### src/rtl/corner_pkg.sv
// corner_pkg: shared widths, corner indices, bus slot offsets and FSM state codes
package corner_pkg;
    localparam int COORD_W = 10;
    localparam int BUS_W = 8 * COORD_W;
    localparam int METRIC_W = 11;
    localparam logic [METRIC_W-1:0] D_OFFSET = 11'd1024;
    localparam int TL = 0;
    localparam int TR = 1;
    localparam int BR = 2;
    localparam int BL = 3;
    localparam logic [1:0] IDLE = 2'd0;
    localparam logic [1:0] WAIT_FIELD = 2'd1;
    localparam logic [1:0] SCAN = 2'd2;
    localparam logic [1:0] COMMIT = 2'd3;
    // c1x occupies the top slot, c4y the bottom one
    function automatic int slot_lsb(int corner, bit is_y);
        return BUS_W - COORD_W * (2 * corner + 1 + int'(is_y));
    endfunction
endpackage

### src/rtl/auto_corner_finder_if.sv
// auto_corner_finder_if: video pixel stream in, corner bus and status out
interface auto_corner_finder_if;
    import corner_pkg::*;
    logic field;
    logic pixel_valid;
    logic [COORD_W-1:0] x;
    logic [COORD_W-1:0] y;
    logic marker;
    logic arm;
    logic [BUS_W-1:0] auto_corners;
    logic set_corners;
    logic busy;
    logic fail;
    modport master(output field, pixel_valid, x, y, marker, arm,
                   input auto_corners, set_corners, busy, fail);
    modport slave(input field, pixel_valid, x, y, marker, arm,
                  output auto_corners, set_corners, busy, fail);
endinterface

### src/rtl/extreme_tracker.sv
// extreme_tracker: keeps the coordinates of the first pixel with the strictly best metric
module extreme_tracker
    import corner_pkg::*;
#(
    parameter bit MAXIMISE = 1'b0
) (
    input  logic                clk,
    input  logic                reset_n,
    input  logic                init,
    input  logic                update,
    input  logic [METRIC_W-1:0] metric,
    input  logic [COORD_W-1:0]  x,
    input  logic [COORD_W-1:0]  y,
    output logic [COORD_W-1:0]  best_x,
    output logic [COORD_W-1:0]  best_y
);
    localparam logic [METRIC_W-1:0] START = MAXIMISE ? '0 : '1;
    logic [METRIC_W-1:0] best;
    logic better;
    assign better = MAXIMISE ? (metric > best) : (metric < best);
    always_ff @(posedge clk or negedge reset_n) begin
        if (!reset_n) begin
            best <= START;
            best_x <= '0;
            best_y <= '0;
        end else if (init) begin
            best <= START;
        end else if (update && better) begin
            best <= metric;
            best_x <= x;
            best_y <= y;
        end
    end
endmodule

### src/rtl/auto_corner_finder.sv
// auto_corner_finder: scans one armed field for the four extreme marker pixels and strobes them out
module auto_corner_finder
    import corner_pkg::*;
#(
    parameter int MIN_HITS = 16
) (
    input logic clk,
    input logic reset_n,
    auto_corner_finder_if.slave bus
);
    localparam int HW = $clog2(MIN_HITS + 1);
    localparam logic [HW-1:0] HIT_MAX = HW'(MIN_HITS);
    logic [1:0] state;
    logic field_q;
    logic [HW-1:0] hits;
    logic field_edge;
    logic init;
    logic scan_hit;
    logic [METRIC_W-1:0] s;
    logic [METRIC_W-1:0] d;
    logic [COORD_W-1:0] bx [4];
    logic [COORD_W-1:0] by [4];
    logic [BUS_W-1:0] corners_next;
    assign field_edge = bus.field & ~field_q;
    assign init = (state == WAIT_FIELD) && field_edge;
    // the pixel sharing a cycle with the closing field edge belongs to no scan
    assign scan_hit = (state == SCAN) && !field_edge && bus.pixel_valid && bus.marker;
    assign s = {1'b0, bus.x} + {1'b0, bus.y};
    assign d = {1'b0, bus.x} - {1'b0, bus.y} + D_OFFSET;
    assign bus.busy = (state == WAIT_FIELD) || (state == SCAN);
    for (genvar c = 0; c < 4; c++) begin : g_trk
        extreme_tracker #(.MAXIMISE(c == TR || c == BR)) u_trk (
            .clk(clk),
            .reset_n(reset_n),
            .init(init),
            .update(scan_hit),
            .metric((c == TL || c == BR) ? s : d),
            .x(bus.x),
            .y(bus.y),
            .best_x(bx[c]),
            .best_y(by[c])
        );
        assign corners_next[slot_lsb(c, 1'b0) +: COORD_W] = bx[c];
        assign corners_next[slot_lsb(c, 1'b1) +: COORD_W] = by[c];
    end
    always_ff @(posedge clk or negedge reset_n) begin
        if (!reset_n) begin
            state <= IDLE;
            field_q <= 1'b0;
            hits <= '0;
            bus.auto_corners <= '0;
            bus.set_corners <= 1'b0;
            bus.fail <= 1'b0;
        end else begin
            field_q <= bus.field;
            bus.set_corners <= 1'b0;
            if (state == IDLE && bus.arm) begin
                state <= WAIT_FIELD;
                bus.fail <= 1'b0;
            end else if (init) begin
                state <= SCAN;
                hits <= '0;
            end else if (state == SCAN && field_edge) begin
                state <= COMMIT;
                if (hits >= HIT_MAX) begin
                    bus.auto_corners <= corners_next;
                    bus.set_corners <= 1'b1;
                end else begin
                    bus.fail <= 1'b1;
                end
            end else if (state == COMMIT) begin
                state <= IDLE;
            end else if (scan_hit && hits < HIT_MAX) begin
                hits <= hits + HW'(1);
            end
        end
    end
endmodule

### src/flat_wrapper.sv
// flat-port wrapper written by rule: the top's interface ports become plain ports
module auto_corner_finder_flat import corner_pkg::*;
#(
    parameter int MIN_HITS = 16
)
  (clk, reset_n, bus_field, bus_pixel_valid, bus_x, bus_y, bus_marker, bus_arm, bus_auto_corners, bus_set_corners, bus_busy, bus_fail);
  auto_corner_finder_if bus_i ();
  input logic clk;
  input logic reset_n;
  input wire logic [$bits(bus_i.field)-1:0] bus_field;
  input wire logic [$bits(bus_i.pixel_valid)-1:0] bus_pixel_valid;
  input wire logic [$bits(bus_i.x)-1:0] bus_x;
  input wire logic [$bits(bus_i.y)-1:0] bus_y;
  input wire logic [$bits(bus_i.marker)-1:0] bus_marker;
  input wire logic [$bits(bus_i.arm)-1:0] bus_arm;
  output wire logic [$bits(bus_i.auto_corners)-1:0] bus_auto_corners;
  output wire logic [$bits(bus_i.set_corners)-1:0] bus_set_corners;
  output wire logic [$bits(bus_i.busy)-1:0] bus_busy;
  output wire logic [$bits(bus_i.fail)-1:0] bus_fail;
  assign bus_i.field = bus_field;
  assign bus_i.pixel_valid = bus_pixel_valid;
  assign bus_i.x = bus_x;
  assign bus_i.y = bus_y;
  assign bus_i.marker = bus_marker;
  assign bus_i.arm = bus_arm;
  assign bus_auto_corners = bus_i.auto_corners;
  assign bus_set_corners = bus_i.set_corners;
  assign bus_busy = bus_i.busy;
  assign bus_fail = bus_i.fail;
  auto_corner_finder #(.MIN_HITS(MIN_HITS)) u_core (.clk(clk), .reset_n(reset_n), .bus(bus_i));
endmodule
### config.mk
export PLATFORM = sky130hd
export DESIGN_NAME = auto_corner_finder_flat
export DESIGN_NICKNAME = d
export VERILOG_FILES = /design/src/rtl/corner_pkg.sv /design/src/rtl/auto_corner_finder_if.sv /design/src/rtl/extreme_tracker.sv /design/src/rtl/auto_corner_finder.sv /design/src/flat_wrapper.sv
export SDC_FILE = /design/constraint.sdc
export NUM_CORES = 1
export LEC_CHECK = 0
export ABC_AREA = 1
export CORE_MARGIN = 2
export CORE_UTILIZATION = 50
export CTS_CLUSTER_DIAMETER = 100
export DETAILED_ROUTE_END_ITERATION = 8
export HOLD_SLACK_MARGIN = 0.03
export PLACE_DENSITY = 0.74
export SETUP_SLACK_MARGIN = 0.4
export SLEW_MARGIN = 0
export SYNTH_ARGS = -nofsm -noshare
export SYNTH_HDL_FRONTEND = slang
export SYNTH_SLANG_ARGS = --single-unit
### constraint.sdc
create_clock -name clk -period 1.7 [get_ports clk]
set_clock_uncertainty 0.05 [all_clocks]
set_input_delay 0.255 -clock clk [delete_from_list [all_inputs] [get_ports clk]]
set_output_delay 0.255 -clock clk [all_outputs]
set_load 0.005 [all_outputs]
==> flow_summary.toml <==
[timing]
timing.final.crit_period_ps = 2750
fin_crit_sh_pct = 162
finalHoldViolations = 0
max_freq_mhz = 363
fin_setup_tns_ps = -122350
setup_slack_ps = -1050
worst_pin_slew_ps = 452
slew_viol_final = 0
setup_viol_count_final = 255
rsz0062_at_grt = "yes"
worst_slew_margin_rel_pct = 69.8

[power_and_ir_drop]
comb_power_share_pct = 34.8
clkPwrFrac_pct = 26.6
p_int_mw = 13.2
pwr_density_cell_mw_per_mm2 = 1230
leakagePower_nw = 8.17
seqPwrFrac_pct = 38.7
peakVddDrop_mv = 1.07
p_sw_share_pct = 35.1
netSwitchingPower_mw = 7.15

[setup_path]
slowest_stage = "fa_2"
cp-end-kind = "register"
start_kind = "primary input"
cp_slowest_stage_delay_ps = 380
crit_required_ps = 2100
reg2reg_from = "u_core.g_trk[3].u_trk.best[9]"
rr_endpoint = "u_core.g_trk[3].u_trk.best_x[8]"
arrival_ps = 3150
critPathMostFrequentCell = "buf_6"
path_class = "in2reg"
cp_max_fo = 8
r2r_slack_ps = -330
cp_cell_sequence = "buf_6 > buf_6 > buf_6 > ha_4 > fa_2 > nand3_2 > nand2_4 > nand2_4 > nand2_1 > nand2_1 > nand2_2 > inv_2 > buf_12 > ha_4 > a21oi_1 > o21a_1 > nand3_4 > nand2_8 > buf_12 > nand2_2 > o21ai_1"
r2r.worst_path.cells = 11

[yosys]
ys_seq_area_share_pct = 52.5
syn_area_mm2 = 0.0103
synth_edf_count = 0
yosysMostFrequentCell = "nand2_1"
synth_top_area_cell = "dfrtp_1"
netlist_top_cells_count = "nand2_1 (486), dfrtp_1 (192), inv_1 (112)"
syn_nets = 1326
synth.avg_cell_area_um2 = 8.33
ys_async_sr_fraction_pct = 100
yosys-top-cells-area = "dfrtp_1 (47%), nand2_1 (18%), ha_1 (8.2%)"
yosysTopAreaCellShare_pct = 46.9
synth_cell_types = 30
ys.warnings.count = 0
ys_ff_latch = 214
synth_flop_cell = "dfrtp_1"
netlist_instances = 1231

[layout]
fillCellCount = 1044
final_cell_count_no_fill = 1800
drive_gt1_share_pct = 44.3
final_nets = 1609
diodes = 0
synthToLayoutAreaGrowth_pct = 60.9
utilization_pct = 81.8

[global_routing]
grt_pass1_vias = 8929
grt_pass1_wl_um = 45500
grt_max_degree = 52
grt-ovfl-total = 0
antenna_found_initial = 0
groute.usage.overall_pct = 26.2

[detailed_routing]
viasPerCell = 5.56
dr.first_iter.drc_count = 633
dr.pass1.iters = 5
drc = 0
antenna_left = 0
num_vias = 10000
finalWirelength_um = 36700
wl_per_cell_um = 20.4

[clock_network]
numCtsBuffers = 22
cts_tree = "built"
cts_sinks = 214
clockBufferDepth = 3
clkTransAtPathRegs_ps = 70
clk_latency_ps = 530
clockRootBuffer = "clkbuf_16"
h-tree-depth = 1

[die]
fp.coreArea_mm2 = 0.0202
ios = 109
floorplan.initialDensity_pct = 50.8
fp.dieH_um = 147
num_rows = 52
die_w_um = 147
die_area_mm2 = 0.0217

[outcome]
violations = "setup timing"
status = "finished with violations"

[worst_hold_path]
hp-class = "in2reg"
holdPathEnd = "u_core.g_trk[2].u_trk.best_y[3]"
hold_path.startpoint = "bus_y[3]"
worst_hold_path.num_cells = 4

[run]
drv_cap = 0

[place]
place.port_buffers = 108
dpl.hpwl_um = 19100
place.gp.congestion = 0.933
dp_cells = 1691
==> placed cells by master (no fill, tap or decap), types with 36 or more instances in the layout <==
| master | synthesis | final |
|---|---|---|
| clkdlybuf4s50_1 | 0 | 76 |
| buf_4 | 9 | 118 |
| nand2_1 | 486 | 305 |
| clkbuf_16 | 0 | 38 |
| inv_1 | 112 | 89 |
| o21ai_2 | 0 | 50 |
| nand2_4 | 0 | 75 |
| o21ai_1 | 40 | 36 |
| nor2_1 | 82 | 49 |
| dfrtp_1 | 192 | 191 |
| nand2_2 | 2 | 105 |
==> power by group through the flow <==
| stage | Combinational [mW] | Clock (mW) | Sequential, mW |
|---|---|---|---|
| 6_report | 7.08 | 5.41 | 7.87 |
| 5_1_grt | 7.74 | 5.59 | 7.97 |
| 4_1_cts | 4.99 | 5.37 | 7.45 |
| 3_5_place_dp | 4.60 | 0 | 7.50 |
| 3_3_place_gp | 4.36 | 0 | 7.47 |
| 2_1_floorplan | 3.15 | 0 | 7.29 |
==> worst max-delay path by stage <==
stage,to,depth (start not counted),startpoint,slack [ps]
after CTS,u_core.g_trk[0].u_trk.best_x[1],22,bus_x[0],-810
after global routing,u_core.g_trk[2].u_trk.best_y[6],18,bus_x[5],-1110
final,u_core.g_trk[2].u_trk.best_y[6],21,bus_x[0],-1050
after floorplan,u_core.g_trk[3].u_trk.best_y[3],20,bus_x[0],-750
after global placement,u_core.g_trk[1].u_trk.best_x[2],19,bus_x[0],-1610
after detailed placement,u_core.g_trk[1].u_trk.best_y[5],20,bus_x[0],-1640
==> layer usage <==
layer	routed length, µm	GRT usage [%]	share of wire, %
met1	13300	34.9	36
met2	18600	43.3	51
met3	2540	4.29	6.9
met4	2280	10.4	6.2
met5	0	0	0
==> kinds of logic after synthesis <==
| group | after synthesis | share of synthesized area (%) |
|---|---|---|
| compound gates | 129 | 6.52 |
| flops | 214 | 52.5 |
| simple gates | 648 | 25.0 |
| buf+inv | 161 | 6.55 |
| fa+ha+maj | 69 | 8.57 |
| xor+xnor | 10 | 0.854 |
==> timing repair <==
action,in CTS,in global routing
setup endpoints to repair,296,296
gates resized for setup,144,485
pin swaps,28,119
gates cloned,7,22
hold buffers,1,0
buffers inserted,18,21
endpoints found under the hold margin,192,0
==> worst max-delay path, delay by kind of cell <==
family | cells | cell delay, ps
adders and majority gates | 3 | 740
and+or+nand+nor | 9 | 950
buffers and inverters | 6 | 670
AOI/OAI and AO/OA | 3 | 500
==> through the flow <==
step                power [mW]  setup slack (ps)  area, µm²  hold slack, ps
detailed placement        12.1             -1640      13000             179
global route              21.3             -1110      16500             140
finish                    20.4             -1050      16500             122
global placement          11.8             -1610      13000             177
floorplan                 10.4              -753      10800           -90.6
CTS                       17.8              -813      14300             141
==> flip-flops by register name, summed over array words and instances (netlist names) <==
name,count
u_core.bus.auto_corners,80
u_core.bus.fail,1
u_core.g_trk.u_trk.best_x,40
u_core.field_q,1
u_core.g_trk.u_trk.best_y,40
u_core.hits,5
u_core.bus.set_corners,1
u_core.g_trk.u_trk.best,44
u_core.state,2
==> final cells by class <==
cell class | count | area, µm² | share of cell area (%)
Clock buffer | 28 | 623 | 3.78
Clock inverter | 12 | 175 | 1.06
Inverter | 114 | 480 | 2.91
Multi-Input combinational cell | 859 | 6260 | 38.0
Sequential cell | 214 | 5380 | 32.6
Tap cell | 270 | 338 | 2.05
Timing Repair Buffer | 303 | 3240 | 19.6
Power figures use the tool's default switching activity.
